## src/rtl/memory_access_sequencer_pkg.sv

```systemverilog
// ----------------------------------------------------------------------------
// memory_access_sequencer_pkg
//   Shared types for the memory access sequencer and its bus interface.
//   MemoryMode_t  : mode word presented to the memory controller.
//   MemSeqState_t : sequencer FSM state encoding.
// ----------------------------------------------------------------------------
package memory_access_sequencer_pkg;

  typedef enum logic [1:0] {
    NOP           = 2'd0,
    LOAD          = 2'd1,
    STORE_PRELOAD = 2'd2,
    STORE         = 2'd3
  } MemoryMode_t;

  typedef enum logic [2:0] {
    IDLE       = 3'd0,
    LOAD_ADDR  = 3'd1,
    LOAD_DATA  = 3'd2,
    ST_PRELOAD = 3'd3,
    ST_COMMIT  = 3'd4,
    FAULT      = 3'd5
  } MemSeqState_t;

  localparam int unsigned MEM_SEQ_COUNTER_WIDTH = 32;

endpackage

```

## src/rtl/memory_access_sequencer_if.sv

```systemverilog
// ----------------------------------------------------------------------------
// memory_access_sequencer_if
//   Groups the decode-side request, the memory controller error flags and
//   the sequencer outputs into one bundle.
//   master : decode stage + memory controller (drives request and error flags)
//   slave  : memory_access_sequencer (drives mode, stall, write-back, status)
//   Signals:
//     memRequest, isStore, funct3          request from decode
//     memoryUnalignedAccess, memoryBadFunct3  controller error flags
//     memoryMode, stallPC, rdWriteEnable, done, memoryFault  sequencer outputs
//     accessCount, stallCycleCount         perf counters (zero unless enabled)
// ----------------------------------------------------------------------------
interface memory_access_sequencer_if
  import memory_access_sequencer_pkg::*;
#(
  parameter int unsigned COUNTER_WIDTH = MEM_SEQ_COUNTER_WIDTH
);

  logic                     memRequest;
  logic                     isStore;
  logic [2:0]               funct3;
  logic                     memoryUnalignedAccess;
  logic                     memoryBadFunct3;
  MemoryMode_t              memoryMode;
  logic                     stallPC;
  logic                     rdWriteEnable;
  logic                     done;
  logic                     memoryFault;
  logic [COUNTER_WIDTH-1:0] accessCount;
  logic [COUNTER_WIDTH-1:0] stallCycleCount;

  modport master (
    output memRequest, isStore, funct3, memoryUnalignedAccess, memoryBadFunct3,
    input  memoryMode, stallPC, rdWriteEnable, done, memoryFault,
           accessCount, stallCycleCount
  );

  modport slave (
    input  memRequest, isStore, funct3, memoryUnalignedAccess, memoryBadFunct3,
    output memoryMode, stallPC, rdWriteEnable, done, memoryFault,
           accessCount, stallCycleCount
  );

endinterface

```

## src/rtl/memory_access_sequencer.sv

```systemverilog
// ----------------------------------------------------------------------------
// memory_access_sequencer
//   Control FSM upstream of the memory controller. Each load/store is run as
//   NOP -> LOAD/STORE_PRELOAD -> LOAD/STORE. The PC is stalled during the
//   first access cycle, loads pulse rd write-back in their second cycle, and
//   any controller error flag seen in the first cycle parks the sequencer in
//   a sticky FAULT state that only reset leaves. Because every store passes
//   through STORE_PRELOAD first, a faulting store never issues STORE.
//
// Ports:
//   clock  in  single clock, rising edge
//   reset  in  asynchronous active-low reset
//   bus    slave modport of memory_access_sequencer_if (see interface header)
//
// Configuration:
//   MEM_SEQ_PERF_COUNT_EN  when defined, accessCount counts done pulses and
//                          stallCycleCount counts cycles with stallPC high
//                          (both wrap). When undefined both are tied to zero
//                          and no counter flops exist.
// ----------------------------------------------------------------------------
module memory_access_sequencer
  import memory_access_sequencer_pkg::*;
#(
  parameter int unsigned COUNTER_WIDTH = MEM_SEQ_COUNTER_WIDTH
) (
  input  logic                           clock,
  input  logic                           reset,
  memory_access_sequencer_if.slave       bus
);

  MemSeqState_t state_q;
  MemSeqState_t state_d;

  MemoryMode_t  mode;
  logic         stall;
  logic         rd_we;
  logic         done_pulse;
  logic         fault;
  logic         mem_error;

  // funct3 is only meaningful to the controller; it is carried on the bus
  // for completeness and intentionally not decoded here.
  logic unused_funct3;
  assign unused_funct3 = ^bus.funct3;

  assign mem_error = bus.memoryUnalignedAccess | bus.memoryBadFunct3;

  // NOTE: sequential state uses non-blocking assignments so every flop
  // samples the pre-edge value of its inputs regardless of block ordering.
  always_ff @(posedge clock or negedge reset) begin
    if (!reset) begin
      state_q <= IDLE;
    end else begin
      state_q <= state_d;
    end
  end

  // Outputs are decoded purely from state, so an asserted reset forces NOP
  // in the same delta without waiting for a clock edge.
  always_comb begin
    // NOTE: every output gets a default before the case so no path leaves a
    // variable unassigned, which would otherwise infer a latch.
    state_d    = state_q;
    mode       = NOP;
    stall      = 1'b0;
    rd_we      = 1'b0;
    done_pulse = 1'b0;
    fault      = 1'b0;

    unique case (state_q)
      IDLE: begin
        if (bus.memRequest) begin
          state_d = bus.isStore ? ST_PRELOAD : LOAD_ADDR;
        end
      end

      LOAD_ADDR: begin
        mode    = LOAD;
        stall   = 1'b1;
        state_d = mem_error ? FAULT : LOAD_DATA;
      end

      LOAD_DATA: begin
        // Synchronous read backend: data is valid in this cycle.
        mode       = LOAD;
        rd_we      = 1'b1;
        done_pulse = 1'b1;
        state_d    = IDLE;
      end

      ST_PRELOAD: begin
        mode    = STORE_PRELOAD;
        stall   = 1'b1;
        state_d = mem_error ? FAULT : ST_COMMIT;
      end

      ST_COMMIT: begin
        // Already validated in ST_PRELOAD; error flags are not consulted.
        mode       = STORE;
        done_pulse = 1'b1;
        state_d    = IDLE;
      end

      FAULT: begin
        stall   = 1'b1;
        fault   = 1'b1;
        state_d = FAULT;
      end

      default: begin
        state_d = IDLE;
      end
    endcase
  end

  assign bus.memoryMode    = mode;
  assign bus.stallPC       = stall;
  assign bus.rdWriteEnable = rd_we;
  assign bus.done          = done_pulse;
  assign bus.memoryFault   = fault;

`ifdef MEM_SEQ_PERF_COUNT_EN
  logic [COUNTER_WIDTH-1:0] access_cnt_q;
  logic [COUNTER_WIDTH-1:0] access_cnt_d;
  logic [COUNTER_WIDTH-1:0] stall_cnt_q;
  logic [COUNTER_WIDTH-1:0] stall_cnt_d;

  // Free-running counters; overflow wraps naturally.
  always_comb begin
    access_cnt_d = done_pulse ? access_cnt_q + COUNTER_WIDTH'(1) : access_cnt_q;
    stall_cnt_d  = stall      ? stall_cnt_q  + COUNTER_WIDTH'(1) : stall_cnt_q;
  end

  always_ff @(posedge clock or negedge reset) begin
    if (!reset) begin
      access_cnt_q <= '0;
      stall_cnt_q  <= '0;
    end else begin
      access_cnt_q <= access_cnt_d;
      stall_cnt_q  <= stall_cnt_d;
    end
  end

  assign bus.accessCount     = access_cnt_q;
  assign bus.stallCycleCount = stall_cnt_q;
`else
  assign bus.accessCount     = {COUNTER_WIDTH{1'b0}};
  assign bus.stallCycleCount = {COUNTER_WIDTH{1'b0}};
`endif

endmodule
```

## src/flat_wrapper.sv

```systemverilog
// flat-port wrapper written by rule: the top's interface ports become plain ports
module memory_access_sequencer_flat import memory_access_sequencer_pkg::*;
#(
  parameter int unsigned COUNTER_WIDTH = MEM_SEQ_COUNTER_WIDTH
)
  (clock, reset, bus_memRequest, bus_isStore, bus_funct3, bus_memoryUnalignedAccess, bus_memoryBadFunct3, bus_memoryMode, bus_stallPC, bus_rdWriteEnable, bus_done, bus_memoryFault, bus_accessCount, bus_stallCycleCount);
  memory_access_sequencer_if #(.COUNTER_WIDTH(COUNTER_WIDTH)) bus_i ();
  input  logic clock;
  input  logic reset;
  input wire logic [$bits(bus_i.memRequest)-1:0] bus_memRequest;
  input wire logic [$bits(bus_i.isStore)-1:0] bus_isStore;
  input wire logic [$bits(bus_i.funct3)-1:0] bus_funct3;
  input wire logic [$bits(bus_i.memoryUnalignedAccess)-1:0] bus_memoryUnalignedAccess;
  input wire logic [$bits(bus_i.memoryBadFunct3)-1:0] bus_memoryBadFunct3;
  output wire logic [$bits(bus_i.memoryMode)-1:0] bus_memoryMode;
  output wire logic [$bits(bus_i.stallPC)-1:0] bus_stallPC;
  output wire logic [$bits(bus_i.rdWriteEnable)-1:0] bus_rdWriteEnable;
  output wire logic [$bits(bus_i.done)-1:0] bus_done;
  output wire logic [$bits(bus_i.memoryFault)-1:0] bus_memoryFault;
  output wire logic [$bits(bus_i.accessCount)-1:0] bus_accessCount;
  output wire logic [$bits(bus_i.stallCycleCount)-1:0] bus_stallCycleCount;
  assign bus_i.memRequest = bus_memRequest;
  assign bus_i.isStore = bus_isStore;
  assign bus_i.funct3 = bus_funct3;
  assign bus_i.memoryUnalignedAccess = bus_memoryUnalignedAccess;
  assign bus_i.memoryBadFunct3 = bus_memoryBadFunct3;
  assign bus_memoryMode = bus_i.memoryMode;
  assign bus_stallPC = bus_i.stallPC;
  assign bus_rdWriteEnable = bus_i.rdWriteEnable;
  assign bus_done = bus_i.done;
  assign bus_memoryFault = bus_i.memoryFault;
  assign bus_accessCount = bus_i.accessCount;
  assign bus_stallCycleCount = bus_i.stallCycleCount;
  memory_access_sequencer #(.COUNTER_WIDTH(COUNTER_WIDTH)) u_core (.clock(clock), .reset(reset), .bus(bus_i));
endmodule
```

## config.mk

```make
export PLATFORM = sky130hd
export DESIGN_NAME = memory_access_sequencer_flat
export DESIGN_NICKNAME = d
export VERILOG_FILES = /design/src/rtl/memory_access_sequencer_pkg.sv /design/src/rtl/memory_access_sequencer_if.sv /design/src/rtl/memory_access_sequencer.sv /design/src/flat_wrapper.sv
export SDC_FILE = /design/constraint.sdc
export NUM_CORES = 1
export LEC_CHECK = 0
export ABC_AREA = 1
export ABC_CLOCK_PERIOD_IN_PS = 1400
export CAP_MARGIN = 20
export CORE_ASPECT_RATIO = 1.5
export CORE_MARGIN = 2
export CORE_UTILIZATION = 29
export CTS_BUF_LIST = sky130_fd_sc_hd__clkbuf_16
export CTS_CLUSTER_DIAMETER = 40
export DETAILED_ROUTE_END_ITERATION = 10
export GPL_TIMING_DRIVEN = 1
export PLACE_DENSITY = 0.85
export SYNTH_ARGS = -nofsm -noshare
export SYNTH_HDL_FRONTEND = slang
export SYNTH_SLANG_ARGS = --single-unit
```

## constraint.sdc

```tcl
create_clock -name clock -period 1.4 [get_ports clock]
set_input_delay 0.14 -clock clock [delete_from_list [all_inputs] [get_ports clock]]
set_output_delay 0.14 -clock clock [all_outputs]
set_load 0.01 [all_outputs]
```

After elaboration in Yosys (flattened, before gate mapping) --
Index checks and enable logic that the tools add are counted.
Storage, ports and cells: flip-flop bits (word level) 3
Operators by class: equal/unequal tests 6, reductions and logical operators 4, mux-type cells 10, bitwise gates (word level) 1
Operator list (count):
- $pmux W3 S4 | 1
- $eq A3 B2 Y1 const B | 2
- $eq A3 B3 Y1 const B | 2
- $mux W3 | 2
- $pmux W2 S3 | 1
- $mux W1 | 5
- $reduce_or A2 Y1 | 2
- $eq A3 B1 Y1 const B | 1
- $logic_not A3 Y1 | 1
- $reduce_or A3 Y1 | 1
- $mux W2 | 1
- $ne A2 B2 Y1 const B | 1
- $or A1 B1 Y1 | 1

Longest topological paths before layout --
depth in word-level cells 3, gate-level depth with buffers 5, mapped depth without buffers 5

Worst setup path after synthesis --
OpenSTA, ideal clock, no wires.
path type register to register, start point reg u_core.state_q[2], end point reg u_core.state_q[0], slack 447 ps, data arrival time 830 ps, setup time 123 ps, stages on the path, launching flop included 5, data required time 1277 ps, cells stage by stage dfrtp_1 > nor2_2 > nand2_1 > nor2_1 > nor2_1
Between the ends: cells in the longest elaborated chain, start to end 2, elaborated cells between the ends (all ways) 6, those cells by class 4 x eq/ne; 1 x mux; 1 x reduce/logical
RTL lines:
- from (decl) | line memory_access_sequencer.sv:31 | MemSeqState_t state_q;
- from (signal assigned) | line memory_access_sequencer.sv:54 | state_q <= state_d;
- $eq A3 B3 Y1, or another cell as far along | line memory_access_sequencer.sv:70 | unique case (state_q)
- $pmux W3 S4 / $ne A2 B2 Y1 (equally long branches)
Several ways; a longest one is shown, not always the timed one. A chain may end at the register's enable or synchronous reset.

Final worst setup path --
start point reg u_core.state_q[2], end point out bus_memoryFault
Between the ends: cells in the longest elaborated chain, start to end 2
RTL lines:
- $eq A3 B3 Y1 | line memory_access_sequencer.sv:70
- $mux W1 | line memory_access_sequencer.sv:70
- to (decl) | line flat_wrapper.sv:19 | output wire logic [$bits(bus_i.memoryFault)-1:0] bus_memoryFault;
Every way passes these cells.

==> flow_metrics.env <==
export IMPL_path_cells="buf_4 -> nand3_1 -> inv_1 -> dlygate4sd2_1"
export IMPL_use_met2_pct=10.1
export IMPL_grt_use_met3_pct=1.72
export IMPL_vias=469
export IMPL_finalWorstSetupSlack_ns=0.0541
export IMPL_drtAntennaViolNets=0
export IMPL_crit_type="reg -> out"
export IMPL_netlist_area_sq_um=686
export IMPL_period_needed_ns=1.35
export IMPL_internal_power_uw=825
export IMPL_outcome="completed"
export IMPL_hpwl_um=680
export IMPL_core_area_sq_um=2230
export IMPL_p_switching_uw=510
export IMPL_wl_um=907
export IMPL_holdWs_ns=0.0939
export IMPL_switching_share_pct=38.2
export IMPL_postSynthCellCount=95
export IMPL_yosysUniqueCellTypes=13
export IMPL_finalCritPeriodShare_pct=96.1
export IMPL_rows=21
export IMPL_drv_slew=0
export IMPL_cts_tree="yes"
export IMPL_diodes=0
export IMPL_hold_violations=0
export IMPL_yosys_warnings=0
export IMPL_root_buffer="clkbuf_16"
export IMPL_die_w_um=43.7
export IMPL_ff2ff_setup_slack_ns=0.19
export IMPL_cts_max_path_buffers=2
export IMPL_drive_gt1_share_pct=16.2
export IMPL_power_density_nw_per_um2=1880
export IMPL_nNetsFinal=127
export IMPL_regMostFlops="u_core.state_q"
export IMPL_yosysTopAreaCell="buf_4"
export IMPL_startpoint_type="flip-flop"
export IMPL_clock_sinks=3
export IMPL_viasPerCell=3.35
export IMPL_peakVddDrop_uv=456
export IMPL_gr_usage_all_layers_pct=5.73
export IMPL_drt_wirelength_per_cell_um=6.48
export IMPL_busiest_layer="met2"
export IMPL_clkPwrFrac_pct=33.6
export IMPL_cp_end_kind="output port"
export IMPL_critPathMaxFanout=4
export IMPL_use_met1_pct=4.51
export IMPL_r2r_cells=6
export IMPL_cap_violations=0
export IMPL_finalSetupViolCount=0
export IMPL_arrival_ns=1.21
export IMPL_die_h_um=63.6
export IMPL_port_buffers=11
export IMPL_share_comb_of_total_power_pct=52.8
export IMPL_syn_to_final_growth_pct=3.83
export IMPL_power_frac_seq_pct=13.5
export IMPL_synthDominantCellAreaShare_pct=70.1
export IMPL_ys_ff_latch=3
export IMPL_clock_latency_ns=0.23
export IMPL_syn_avg_cell_area_sq_um=7.22
export IMPL_reg2reg_to="u_core.state_q[0]"
export IMPL_slowest_delay_ns=0.41
export IMPL_htree_levels=1
export IMPL_hold_class="in -> async"
export IMPL_cp_data_required_time_ns=1.26
export IMPL_clock_skew_final_ns=0.00254
export IMPL_path_clk_slew_ns=0.03
export IMPL_initial_utilization_pct=30.7
export IMPL_yosysSeqAreaShare_pct=10.9
export IMPL_drt_iter0_drc=5
export IMPL_antenna_found_initial=0
export IMPL_netlist_top_cells_area="buf_4, dfrtp_1, nand3_1, nor3_2, inv_1"
export IMPL_grt_overflow_total=0
export IMPL_dr_pass1_iters=4
export IMPL_grt_pass1_wl_um=1130
export IMPL_r2r_start="u_core.state_q[2]"
export IMPL_largest_reg_flops=3
export IMPL_num_io_pins=79
export IMPL_max_freq_mhz=743
export IMPL_slowest_stage="dfrtp_1"
export IMPL_total_leakage_power_uw=0.000470
export IMPL_dp_slack_ns=0.00629
export IMPL_grt_max_degree=6
export IMPL_rsz0062_at_grt="no"
export IMPL_grt_pass1_vias=298
export IMPL_dieArea_sq_um=2780
export IMPL_cts_buffers=3
export IMPL_largestRegisters="u_core.state_q x3"
export IMPL_place_gp_congestion=0.720
export IMPL_finalSetupTns_ns=0
export IMPL_drc=0
[synth_stat cells (all sizes together)]
library cell and instances:
conb 1, nand2 5, dfrtp 3, nor3 2, nand3 5, a21oi 1, nor2 6, inv 6
o21ai 2, buf 64
[placed cells by master, fill, tap and decap left out, types with 2 or more instances in the layout]
cell,synthesis,layout
buf_4,64,8
clkbuf_16,0,3
clkdlybuf4s50_1,0,5
conb_1,1,64
dfrtp_1,3,3
dlygate4sd2_1,0,5
inv_1,5,4
inv_2,1,3
nand2_1,5,5
nand3_1,5,5
nor2_1,5,5
nor3_2,2,2
[how the worst max path moves through the flow]
stage	startpoint	endpoint	slack, ns	cells past startpoint
detailed placement	u_core.state_q[2]	bus_memoryMode[0]	0.006	4
finish	u_core.state_q[2]	bus_memoryFault	0.05	4
global route	u_core.state_q[2]	bus_stallPC	0.01	4
CTS	u_core.state_q[2]	bus_memoryMode[0]	0.008	5
floorplan	u_core.state_q[2]	u_core.state_q[0]	0.45	4
global placement	u_core.state_q[2]	bus_memoryMode[0]	0.005	4
[kinds of logic (layout without fill, tap and decap cells)]
logic type	count (synthesis)	count (layout)	synth area share (%)
buffers and inverters	70	29	73.4
AND/OR/NAND/NOR	18	18	13.0
flip-flops	3	3	10.9
AO/OA/AOI/OAI	3	3	2.19
other	1	64	0.547
[critical path, delay by kind of cell, from the launching register on]
family	cells	cell delay, ns
buffers and inverters	3	0.47
DFF	1	0.41
and+or+nand+nor	1	0.09
[cell type report]
| class | count | area, sq um |
|---|---|---|
| fillers | 245 | 1520 |
| multi-input cells | 85 | 348 |
| repair buffers | 19 | 159 |
| flip-flops and latches | 3 | 75.1 |
| clock buffers | 3 | 75.1 |
| well taps | 23 | 28.8 |
| inverters | 6 | 22.5 |
| clock inverters | 1 | 3.75 |
[power by group through the flow]
stage	Clock (uW)	Combinational (uW)	Sequential (uW)
after floorplan	0	487	174
after global placement	0	618	184
after detailed placement	0	625	185
after CTS	457	690	178
after global routing	466	776	183
final	449	705	181
[timing repair]
action / 4_1_cts / 5_1_grt
buffers inserted: 5 / 1
resized for setup: 11 / 1
hold buffers: 0 / 0
endpoints found under the setup margin: 6 / 2
[layer usage]
metal	wire length [um]	up-vias
li1	-	205
met1	243	208
met2	462	54
met3	177	2
met4	23	0
met5	0	-
[metrics by stage]
step / util, % / std cells / area, sq um / total power [uW]
2_1_floorplan: - / 158 / 922 / 660
3_3_place_gp: 26.7 / 130 / 596 / 803
3_5_place_dp: 26.7 / 130 / 596 / 809
4_1_cts: 31.8 / 139 / 711 / 1330
5_1_grt: 31.9 / 140 / 712 / 1430
6_report: 31.9 / 140 / 712 / 1330
Power figures use the tool's default switching activity.
